<file path="config.mk">
export PLATFORM = sky130hd
export DESIGN_NAME = death_sequencer
export DESIGN_NICKNAME = d
export VERILOG_FILES = /design/src/rtl/fb_game_pkg.sv /design/src/rtl/key_edge_detect.sv /design/src/rtl/death_sequencer.sv
export SDC_FILE = /design/constraint.sdc
export NUM_CORES = 1
export LEC_CHECK = 0
export CAP_MARGIN = 20
export CORE_MARGIN = 2
export CORE_UTILIZATION = 58
export DETAILED_ROUTE_END_ITERATION = 16
export GPL_TIMING_DRIVEN = 0
export HOLD_SLACK_MARGIN = 0.06
export PLACE_DENSITY = 0.88
export SLEW_MARGIN = 20
export SYNTH_ARGS = -nofsm -noshare
export SYNTH_HDL_FRONTEND = slang
export SYNTH_SLANG_ARGS = --single-unit
</file>
<file path="constraint.sdc">
create_clock -name Clk -period 2.8 [get_ports Clk]
set_clock_uncertainty 0.15 [all_clocks]
set_input_delay 0.56 -clock Clk [delete_from_list [all_inputs] [get_ports Clk]]
set_output_delay 0.56 -clock Clk [all_outputs]
set_load 0.01 [all_outputs]
</file>
<file path="src/rtl/fb_game_pkg.sv">
// Shared types for the fireboy/icegirl game control blocks.
// Game state encoding and player count used across the top-level FSMs.
package fb_game_pkg;

  typedef enum logic [2:0] {
    PLAY      = 3'd0,
    DYING     = 3'd1,
    FADE      = 3'd2,
    GAME_OVER = 3'd3,
    WIN       = 3'd4,
    RESTART   = 3'd5
  } game_state_t;

  localparam int PLAYER_COUNT = 2;

  function automatic int cnt_w(input int n);
    return (n < 2) ? 1 : $clog2(n);
  endfunction

endpackage

</file>
<file path="src/rtl/key_edge_detect.sv">
// Rising-edge detector for the restart key.
// Only arms once the key has been seen released while enabled.
module key_edge_detect (
  input  logic Clk,
  input  logic Reset,
  input  logic en,
  input  logic key,
  output logic rise
);

  logic prev_q, prev_d;
  logic armed_q, armed_d;

  always_comb begin
    prev_d  = key;
    armed_d = en & (armed_q | ~key);
  end

  assign rise = en & armed_q & key & ~prev_q;

  always_ff @(posedge Clk) begin
    if (Reset) begin
      prev_q  <= 1'b0;
      armed_q <= 1'b0;
    end else begin
      prev_q  <= prev_d;
      armed_q <= armed_d;
    end
  end

endmodule

</file>
<file path="src/rtl/death_sequencer.sv">
// End-of-life / level-complete sequencer: freeze, blink, fade,
// overlay, then a timed level_reset pulse back into PLAY.
module death_sequencer
  import fb_game_pkg::*;
#(
  parameter int DYING_FRAMES = 60,
  parameter int BLINK_PERIOD = 8,
  parameter int FADE_STEP    = 4,
  parameter int RESET_CYCLES = 4
) (
  input  logic                    Clk,
  input  logic                    Reset,
  input  logic                    frame_tick,
  input  logic                    player1_dead,
  input  logic                    player2_dead,
  input  logic                    level_done,
  input  logic                    restart_key,
  output logic                    freeze_players,
  output logic [PLAYER_COUNT-1:0] dead_mask,
  output logic                    dead_blink_on,
  output logic [3:0]              fade_level,
  output logic                    show_game_over,
  output logic                    show_win,
  output logic                    level_reset,
  output logic [2:0]              game_state
);

  localparam int DW = cnt_w(DYING_FRAMES);
  localparam int BW = cnt_w(BLINK_PERIOD);
  localparam int FW = cnt_w(FADE_STEP);
  localparam int RW = cnt_w(RESET_CYCLES);

  localparam logic [DW-1:0] DMAX = DW'(DYING_FRAMES - 1);
  localparam logic [BW-1:0] BMAX = BW'(BLINK_PERIOD - 1);
  localparam logic [FW-1:0] FMAX = FW'(FADE_STEP - 1);
  localparam logic [RW-1:0] RMAX = RW'(RESET_CYCLES - 1);

  game_state_t state_q, state_d;

  logic [PLAYER_COUNT-1:0] mask_q, mask_d;
  logic                    blink_q, blink_d;
  logic [3:0]              fade_q, fade_d;
  logic                    freeze_q, freeze_d;
  logic                    go_q, go_d;
  logic                    win_q, win_d;
  logic                    lr_q, lr_d;

  logic [DW-1:0] dcnt_q, dcnt_d;
  logic [BW-1:0] bcnt_q, bcnt_d;
  logic [FW-1:0] fcnt_q, fcnt_d;
  logic [RW-1:0] rcnt_q, rcnt_d;

  logic [PLAYER_COUNT-1:0] dead_in;
  logic                    wait_st;
  logic                    key_rise;

  assign dead_in = {player2_dead, player1_dead};
  assign wait_st = (state_q == GAME_OVER) || (state_q == WIN);

  key_edge_detect u_key (
    .Clk   (Clk),
    .Reset (Reset),
    .en    (wait_st),
    .key   (restart_key),
    .rise  (key_rise)
  );

  always_comb begin
    state_d = state_q;
    mask_d  = mask_q;
    blink_d = blink_q;
    fade_d  = fade_q;
    dcnt_d  = dcnt_q;
    bcnt_d  = bcnt_q;
    fcnt_d  = fcnt_q;
    rcnt_d  = rcnt_q;

    unique case (state_q)
      PLAY: begin
        if (|dead_in) begin
          state_d = DYING;
          mask_d  = dead_in;
        end else if (level_done) begin
          state_d = WIN;
        end
      end
      DYING: begin
        if (frame_tick) begin
          if (dcnt_q == DMAX) state_d = FADE;
          else dcnt_d = dcnt_q + DW'(1);
          if (bcnt_q == BMAX) begin
            bcnt_d  = '0;
            blink_d = ~blink_q;
          end else begin
            bcnt_d = bcnt_q + BW'(1);
          end
        end
      end
      FADE: begin
        if (fade_q == 4'hF) begin
          state_d = GAME_OVER;
        end else if (frame_tick) begin
          if (fcnt_q == FMAX) begin
            fcnt_d = '0;
            fade_d = fade_q + 4'd1;
          end else begin
            fcnt_d = fcnt_q + FW'(1);
          end
        end
      end
      GAME_OVER: if (key_rise) state_d = RESTART;
      WIN:       if (key_rise) state_d = RESTART;
      RESTART: begin
        if (rcnt_q == RMAX) state_d = PLAY;
        else rcnt_d = rcnt_q + RW'(1);
      end
      default: state_d = PLAY;
    endcase

    // Entry into DYING is caused by a dead flag, so a coincident tick
    // is a fresh tick for the new state; FADE entry consumes its tick.
    if (state_d != state_q) begin
      dcnt_d = '0;
      bcnt_d = '0;
      fcnt_d = '0;
      rcnt_d = '0;
      if (state_d == DYING) begin
        dcnt_d = DW'(frame_tick);
        bcnt_d = BW'(frame_tick);
      end
    end

    if (state_d != DYING) blink_d = 1'b1;

    unique case (state_d)
      PLAY: begin
        mask_d = '0;
        fade_d = '0;
      end
      WIN:       fade_d = '0;
      GAME_OVER: fade_d = 4'hF;
      default: ;
    endcase

    freeze_d = (state_d != PLAY);
    go_d     = (state_d == GAME_OVER);
    win_d    = (state_d == WIN);
    lr_d     = (state_d == RESTART);
  end

  always_ff @(posedge Clk) begin
    if (Reset) begin
      state_q  <= PLAY;
      mask_q   <= '0;
      blink_q  <= 1'b1;
      fade_q   <= '0;
      freeze_q <= 1'b0;
      go_q     <= 1'b0;
      win_q    <= 1'b0;
      lr_q     <= 1'b0;
      dcnt_q   <= '0;
      bcnt_q   <= '0;
      fcnt_q   <= '0;
      rcnt_q   <= '0;
    end else begin
      state_q  <= state_d;
      mask_q   <= mask_d;
      blink_q  <= blink_d;
      fade_q   <= fade_d;
      freeze_q <= freeze_d;
      go_q     <= go_d;
      win_q    <= win_d;
      lr_q     <= lr_d;
      dcnt_q   <= dcnt_d;
      bcnt_q   <= bcnt_d;
      fcnt_q   <= fcnt_d;
      rcnt_q   <= rcnt_d;
    end
  end

  assign freeze_players = freeze_q;
  assign dead_mask      = mask_q;
  assign dead_blink_on  = blink_q;
  assign fade_level     = fade_q;
  assign show_game_over = go_q;
  assign show_win       = win_q;
  assign level_reset    = lr_q;
  assign game_state     = state_q;

endmodule

</file>
Yosys cells after proc, flatten, opt, wreduce, memory -nomap -nowiden
Cells that the tools add are included.
Widths: inputs -> output; s select.
Storage, ports and cells
  bits in writable memories: 0
  register bits: 29
  latch bits: 0
  memory bits (read-only): 0
  memories: 0
Cells by class
  equality and inequality tests: 18
  magnitude comparators: 0
  bitwise gates (word level): 10
  muxes and demuxes: 24
  reduce and logical (&&, ||, !) cells: 22
  shifts and indexed selects: 0
  $add $sub $neg: 5
  div/mod/pow operators: 0
  $mul: 0
Operator list (count)
  $mux 3: 11
  $mux 6: 4
  $mux 4: 4
  $eq 3x3->1 const B: 5
  $pmux 3 s5: 1
  $reduce_bool 3->1: 4
  $reduce_or 2->1: 6
  $eq 3x2->1 const B: 3
  $reduce_and 3->1: 3
  $pmux 4 s2: 1
  $add 6x1->6 const B: 1
  $eq 3x1->1 const B: 2
  $eq 6x6->1 const B: 1
  $logic_not 3->1: 2
  $reduce_and 2->1: 3
  $not 1->1: 5
  $add 2x1->2 const B: 2
  $add 4x1->4 const B: 1
  $and 1x1->1: 4
  $eq 2x2->1 const B: 2
  $eq 4x4->1 const B: 1
  $reduce_and 4->1: 1
  $reduce_bool 2->1: 2
  $add 3x1->3 const B: 1
  8 further kinds: 9

Logic depth before layout (Yosys ltp)
Gate-level depths: netlist of the first run.
  depth in word-level cells: 11
  gate-level depth with buffers: 7

Modules after synthesis
A second synthesis of the first run with hierarchy kept.
Unflattened totals
  cell total of the unflattened synthesis: 155
  area total of the unflattened synthesis: 1511.4 um^2
Modules (own cells, without submodules)
  death_sequencer: area an instance 1435.1 um^2, instances 1, cells an instance 149
  key_edge_detect: area an instance 76.3 um^2, instances 1, cells an instance 6

Worst setup path before layout of the first run
OpenSTA, ideal clock, no wires.
  kind: input-to-reg
  start point: input player2_dead
  end point: register dcnt_q[0]
  cell stages on the path: 5
  required time: 2.518 ns
  data arrival time: 1.720 ns
  library setup time: 0.132 ns
  path slack: 0.798 ns
  path through: or3b_2 > o21a_1 > o22ai_1 > nand4bb_1 > o31ai_1
Between the ends
  cells in the longest elaborated chain, start to end: 6
  elaborated cells on any way between the ends: 11
  those cells by class: eq/ne: 3; mux: 4; reduce/logical: 4
RTL lines
  start: declaration: RTL line death_sequencer.sv:15  | input logic player2_dead,
  $reduce_or 2->1 *: RTL line death_sequencer.sv:80  | if (|dead_in) begin
  $mux 3 *: RTL line death_sequencer.sv:80
  $pmux 3 s5 *: RTL line death_sequencer.sv:78  | unique case (state_q)
  $ne 3x3->1 / $eq 3x1->1 (equally long branches): RTL line death_sequencer.sv:122, death_sequencer.sv:127
  $ne 2x1->1 (no source line), or another cell as far along
  $reduce_and 3->1 (no source line) / $mux 6 (equally long branches)
  end signal: assignment: RTL line death_sequencer.sv:174  | dcnt_q <= dcnt_d;
  end: declaration: RTL line death_sequencer.sv:48  | logic [DW-1:0] dcnt_q, dcnt_d;
Mark *: on every way between the ends. The rest lies on a longest branch, timed or not.
A chain may end at the register's enable or synchronous reset.

Worst setup path after layout of the first run
  start point: input player2_dead
  end point: register mask_q[0], in the netlist dead_mask[0]
Between the ends
  cells in the longest elaborated chain, start to end: 5
  elaborated cells on any way between the ends: 6
  those cells by class: mux: 2; reduce/logical: 4
RTL lines
  $reduce_or 2->1 *: RTL line death_sequencer.sv:80
  $mux 3: RTL line death_sequencer.sv:80
  $pmux 3 s5: RTL line death_sequencer.sv:78
  $logic_not 3->1: RTL line death_sequencer.sv:135  | unique case (state_d)
  $reduce_or 2->1 (no source line)
  end signal: assignment: RTL line death_sequencer.sv:167  | mask_q <= mask_d;
  end: declaration: RTL line death_sequencer.sv:40  | logic [PLAYER_COUNT-1:0] mask_q, mask_d;
Marked as above.

==> impl_metrics.json, run 1 <==
{
  "tritoncts": "done",
  "cts_resized": 0,
  "rows": 18,
  "clkTransAtPathRegs_ns": 0.08,
  "fin_tns_setup_ns": 0,
  "setup_violations": 0,
  "cp.arrival_ns": 2.43,
  "crit_buf_inv": 1,
  "dieArea_um2": 3100,
  "numCtsBuffers": 5,
  "synth_ff_type": "dfxtp_1",
  "yosys.area_share.xor_xnor": 0.0508,
  "hpwlAfterDp_um": 2440,
  "rrSetupSlack_ns": 0.57,
  "max_slew_margin": 0.693,
  "worstSetupStartpointType": "input pin",
  "max_freq_mhz": 423,
  "rr_startpoint": "rcnt_q[0]",
  "io_pins": 21,
  "critPathTopFamily": "compound AO/OA/AOI/OAI gates",
  "die_y_um": 55.7,
  "rsz0062_at_grt": "no",
  "fin_crit_ns": 2.36,
  "layout_common_cells": "dfxtp_1 (29), clkdlybuf4s50_1 (19), nand2_1 (12), nor3_2 (10), a21oi_1 (9)",
  "worstSetupPathType": "input pin to flip-flop",
  "routed_wirelength_um": 3190,
  "fin_total_pwr_mw": 0.823,
  "grt_max_degree": 11,
  "grt_pass1_wl_um": 5430,
  "area_growth_pct": 17.8,
  "nFillCells": 202,
  "max_stage_delay_ns": 0.44,
  "synth_top_family_by_area": "simple AND/OR/NAND/NOR gates",
  "cts_sinks": 29,
  "hold_path_depth": 2,
  "p_leak_nw": 0.698,
  "synth_area_leaders": "dfxtp_1 (37%), nor3_2 (6.5%), ha_1 (4.8%)",
  "critPathMaxFanout": 8,
  "synth_edf_count": 0,
  "hold_viol_final": 0,
  "cts_hold_buffers": 0,
  "drive_gt1_frac": 0.197,
  "io_buffers": 19,
  "fin_crit_sh": 0.844,
  "run_status": "complete, no violations",
  "rr_endpoint": "dead_mask[0]",
  "cp_cell_sequence": "clkdlybuf4s50_1 > or2_2 > a22oi_1 > nand3_1 > o31ai_2 > a21oi_1",
  "ir_drop_mv": 0.424,
  "place.gp.congestion": 0.891,
  "drtIter0Drc": 28,
  "synth_cell_types": 49,
  "mostFrequentLayoutCell": "dfxtp_1",
  "diodes": 0,
  "nets": 200,
  "firstDrtPassIters": 4,
  "cts_setup_buffers": 0,
  "regArea_um2": 581,
  "ant_nets": 0,
  "ys_seq_area_frac": 0.374,
  "start_util": 0.620,
  "required_ns": 2.86,
  "reg2reg_depth": 6,
  "gr-total-overflow": 0,
  "async_reset_ff_frac": 0,
  "die_x_um": 55.7,
  "synthDominantCellAreaShare": 0.374,
  "grt_pass1_vias": 1270,
  "synth_nets": 174,
  "cts_root_buffer": "clkbuf_4",
  "synthSimpleGateAreaFrac": 0.289,
  "synth_compound_area_frac": 0.163,
  "synth_area_leader_cell": "dfxtp_1",
  "htree_levels": 2,
  "core_um2": 2500,
  "cts_buffer_depth": 2,
  "post_drt_wl_per_cell_um": 14.6,
  "syn_inst": 161,
  "synth_adder_area_share": 0.0484,
  "antenna_found_initial": 0,
  "clk-insertion-delay-late_ns": 0.34,
  "vias_per_cell": 5.93,
  "yosysWarnings": 0,
  "cp_slowest_cell": "clkdlybuf4s50_1",
  "end_kind": "flip-flop",
  "ys_seq_elements": 29,
  "synth_area_per_cell_um2": 9.63,
  "vias": 1293,
  "min_to": "dead_mask[1]",
  "maxCapViolCount": 0,
  "worst_pin_slew_ns": 0.456,
  "slew_viol_final": 0,
  "drc": 0,
  "synth_mux_area_frac": 0.0258,
  "syn-cell-area_um2": 1550,
  "multi_input_area_um2": 895,
  "hp-start": "dead_mask[1]",
  "power.density_nw_per_um2": 450,
  "hold_path.class": "flip-flop to flip-flop",
  "grt_usage": 0.224
}
## power breakdown
part | leakage [nW] | switching (mW) | internal (mW)
logic | 0.436 | 0.0812 | 0.0635
clock network | 0.0265 | 0.140 | 0.0997
registers | 0.235 | 0.0120 | 0.427
## routing by layer
layer,part of all wire,GRT usage,vias to the layer above,routed length [um]
met2,0.51,0.391,45,1640
met5,0,0,-,0
li1,-,-,646,-
met1,0.40,0.242,597,1280
met3,0.071,0.0907,5,225
met4,0.014,0.0836,0,45
## worst min-delay path: stages, from the launching register on
cell,delay (ns)
dfxtp_1,0.32
nand2_1,0.06
a21oi_1,0.05
## cell type report
type                       instances  share of cell area
multi-input combinational        118               0.490
sequential                        29               0.318
timing repair buffer              19               0.104
clock buffer                       8              0.0267
buffer                             7              0.0267
tap                               30              0.0205
inverter                           7              0.0144
## through the flow
step	setup WS (ns)	hold slack, ns	instance area (um^2)	util	cells
2_1_floorplan	0.798	0.329	1550	-	161
3_3_place_gp	0.181	0.293	1780	0.711	210
3_5_place_dp	0.0843	0.309	1780	0.711	210
4_1_cts	0.438	0.320	1830	0.731	218
5_1_grt	0.286	0.350	1830	0.731	218
6_report	0.437	0.319	1830	0.731	218
## worst max-delay path by stage
stage | from | end | slack (ns) | cells after the start
2_1_floorplan | player2_dead | dcnt_q[0] | 0.80 | 5
3_3_place_gp | player2_dead | bcnt_q[2] | 0.18 | 5
3_5_place_dp | player2_dead | dead_mask[0] | 0.08 | 6
4_1_cts | player2_dead | dead_mask[0] | 0.44 | 6
5_1_grt | player2_dead | freeze_players | 0.29 | 6
6_report | player2_dead | dead_mask[0] | 0.44 | 6
## registers in the layout (all words and copies together) (netlist names)
| name | count |
|---|---|
| u_key.prev_q | 1 |
| rcnt_q | 2 |
| freeze_players | 1 |
| game_state | 3 |
| dcnt_q | 6 |
| dead_blink_on | 1 |
| level_reset | 1 |
| show_game_over | 1 |
| fcnt_q | 2 |
| fade_level | 4 |
| bcnt_q | 3 |
| u_key.armed_q | 1 |
| show_win | 1 |
| dead_mask | 2 |
## synthesized netlist by cell type (2+ instances only)
master	instances
and3b_1	2
o22ai_1	2
buf_2	3
a21oi_1	9
dfxtp_1	29
or2_2	2
and3_1	2
xnor2_1	4
mux2i_1	4
ha_1	6
buf_6	2
and2_1	3
a31oi_1	3
o31ai_1	2
nand2_1	12
nor3_2	10
nand2b_1	4
nor2_1	5
o21ai_0	2
nand4_1	3
inv_1	7
xor2_1	5
and4bb_2	2
nor3_1	5
nor3b_1	2
nand3_1	7
a211oi_2	2
## cells by family (layout without fill, tap and decap cells)
kind of cell	after synthesis	after routing
adders and majority gates	6	6
buffers and inverters	14	41
xor gates and xnor gates	9	9
and+or+nand+nor	67	67
AOI/OAI and AO/OA	32	32
DFF	29	29
muxes	4	4
Note: power is estimated with default switching activity, not from simulation.
==> inputs of run 2 (changes only) <==
CORE_UTILIZATION = 54   (was 58)
PLACE_DENSITY = 0.83   (was 0.88)
clock period = 2.2 ns   (was 2.8 ns; I/O delays follow)
==> run 2 against run 1 <==
Via count rose by 0.39%. Global-route usage fell by 2.6 points. Sequential share of layout area decreased by 1.1 points. Worst hold slack lost 0.015 ns. Die area grew 6.9%. Critical endpoint is now dcnt_q[0]. Final cell count grew 0.92%. Worst setup slack lost 0.34 ns. Count of clock-buffer cells in the layout is the same.
==> impl_metrics.json, run 2 (synthesized netlist as in run 1, its figures left out) <==
{
  "htree_levels": 2,
  "cts_buffer_depth": 2,
  "final_cells": 220,
  "fin_crit_ns": 2.10,
  "worstSetupStartpointType": "input pin",
  "vias": 1298,
  "routed_wirelength_um": 3170,
  "grt_max_degree": 11,
  "slew_viol_final": 0,
  "ant_nets": 0,
  "clkTransAtPathRegs_ns": 0.08,
  "grt_pass1_wl_um": 5010,
  "hold_viol_final": 0,
  "p_leak_nw": 0.713,
  "clk-insertion-delay-late_ns": 0.33,
  "max_freq_mhz": 476,
  "rows": 19,
  "dieArea_um2": 3320,
  "power.density_nw_per_um2": 556,
  "mostFrequentLayoutCell": "dfxtp_1",
  "required_ns": 2.25,
  "dp_cells": 211,
  "nets": 201,
  "worstSetupPathType": "input pin to flip-flop",
  "cts_sinks": 29,
  "die_x_um": 57.6,
  "max_slew_margin": 0.692,
  "antenna_found_initial": 0,
  "hpwlAfterDp_um": 2340,
  "firstDrtPassIters": 4,
  "diodes": 0,
  "layout_common_cells": "dfxtp_1 (29), clkdlybuf4s50_1 (19), nand2_1 (12), nor3_2 (10), a21oi_1 (9)",
  "maxCapViolCount": 0,
  "fin_total_pwr_mw": 1.05,
  "rsz0062_at_grt": "no",
  "ir_drop_mv": 0.500,
  "tritoncts": "done",
  "setup_violations": 0,
  "post_drt_wl_per_cell_um": 14.4,
  "end_kind": "flip-flop",
  "critPathMaxFanout": 5,
  "gr-total-overflow": 0,
  "area_growth_pct": 21.9,
  "cts_hold_buffers": 0,
  "start_util": 0.567,
  "grt_pass1_vias": 1148,
  "io_buffers": 19,
  "cts_root_buffer": "clkbuf_4",
  "core_um2": 2730,
  "largest_register_ffs": 6,
  "fin_crit_sh": 0.956,
  "grt_usage": 0.198,
  "place.gp.congestion": 0.847,
  "drtIter0Drc": 31,
  "die_y_um": 57.6,
  "numCtsBuffers": 5,
  "vias_per_cell": 5.90,
  "io_pins": 21,
  "cp.arrival_ns": 2.15,
  "timing.hold.ws_ns": 0.304,
  "worst_pin_slew_ns": 0.461,
  "drc": 0,
  "hold_path.class": "flip-flop to flip-flop",
  "run_status": "complete, no violations",
  "regMostFlops": "dcnt_q",
  "drive_gt1_frac": 0.217
}
==> run 2: changes by cell type in the layout (fill, tap and decap cells not counted), sizes merged <==
cell | previous run | this run
clkbuf | 9 | 10
==> run 2: per-stage QoR <==
step / area, um^2 / util / setup TNS [ns] / worst slack [ns]
after floorplan: 1550 / - / 0 / 0.318
after global placement: 1780 / 0.651 / -5.43 / -0.288
after detailed placement: 1780 / 0.651 / -6.23 / -0.332
after CTS: 1830 / 0.671 / 0 / 0.0105
after global routing: 1890 / 0.691 / 0 / 0.00657
final: 1890 / 0.691 / 0 / 0.0977
==> run 2: timing repair <==
item	CTS	global route
resized for setup	1	8
buffers inserted	0	1
endpoints found under the setup margin	1	17
pin swaps	0	1
==> run 2: cell type report <==
class	count	area [um^2]
inverters	7	26.3
fillers	208	845
flip-flops and latches	29	581
plain buffers	7	51.3
multi-input cells	118	946
well taps	31	38.8
repair buffers	20	198
clock buffers	8	48.8
==> run 2: worst paths after layout <==
| kind | start | end | slack (ns) | cells past startpoint |
|---|---|---|---|---|
| worst max-delay path | player2_dead | dcnt_q[0] | 0.1 | 6 |
| worst min-delay path | dead_mask[1] | dead_mask[1] | 0.30 | 2 |
| worst max register to register | rcnt_q[0] | dcnt_q[5] | 0.13 | 7 |
| worst min register to register | dead_mask[1] | dead_mask[1] | 0.30 | 2 |
==> run 2: power breakdown <==
group          total (mW)  leakage (nW)  switching, mW  internal [mW]
combinational       0.197         0.451          0.109         0.0879
clock               0.296        0.0265          0.169          0.127
sequential          0.557         0.235         0.0146          0.543
==> run 2: per-layer routing <==
layer	vias to the layer above	GRT usage	wire [um]
met5	-	0	0
met4	0	0.0664	61
met3	7	0.0612	150
met2	33	0.341	1610
met1	618	0.233	1350
li1	640	-	-
==> run 2: worst max-delay path, stage by stage <==
cell and delay (ns):
clkdlybuf4s50_1 0.44, or3b_2 0.54, o21a_1 0.22, o22ai_4 0.21, nand4bb_1 0.20, o31ai_1 0.09
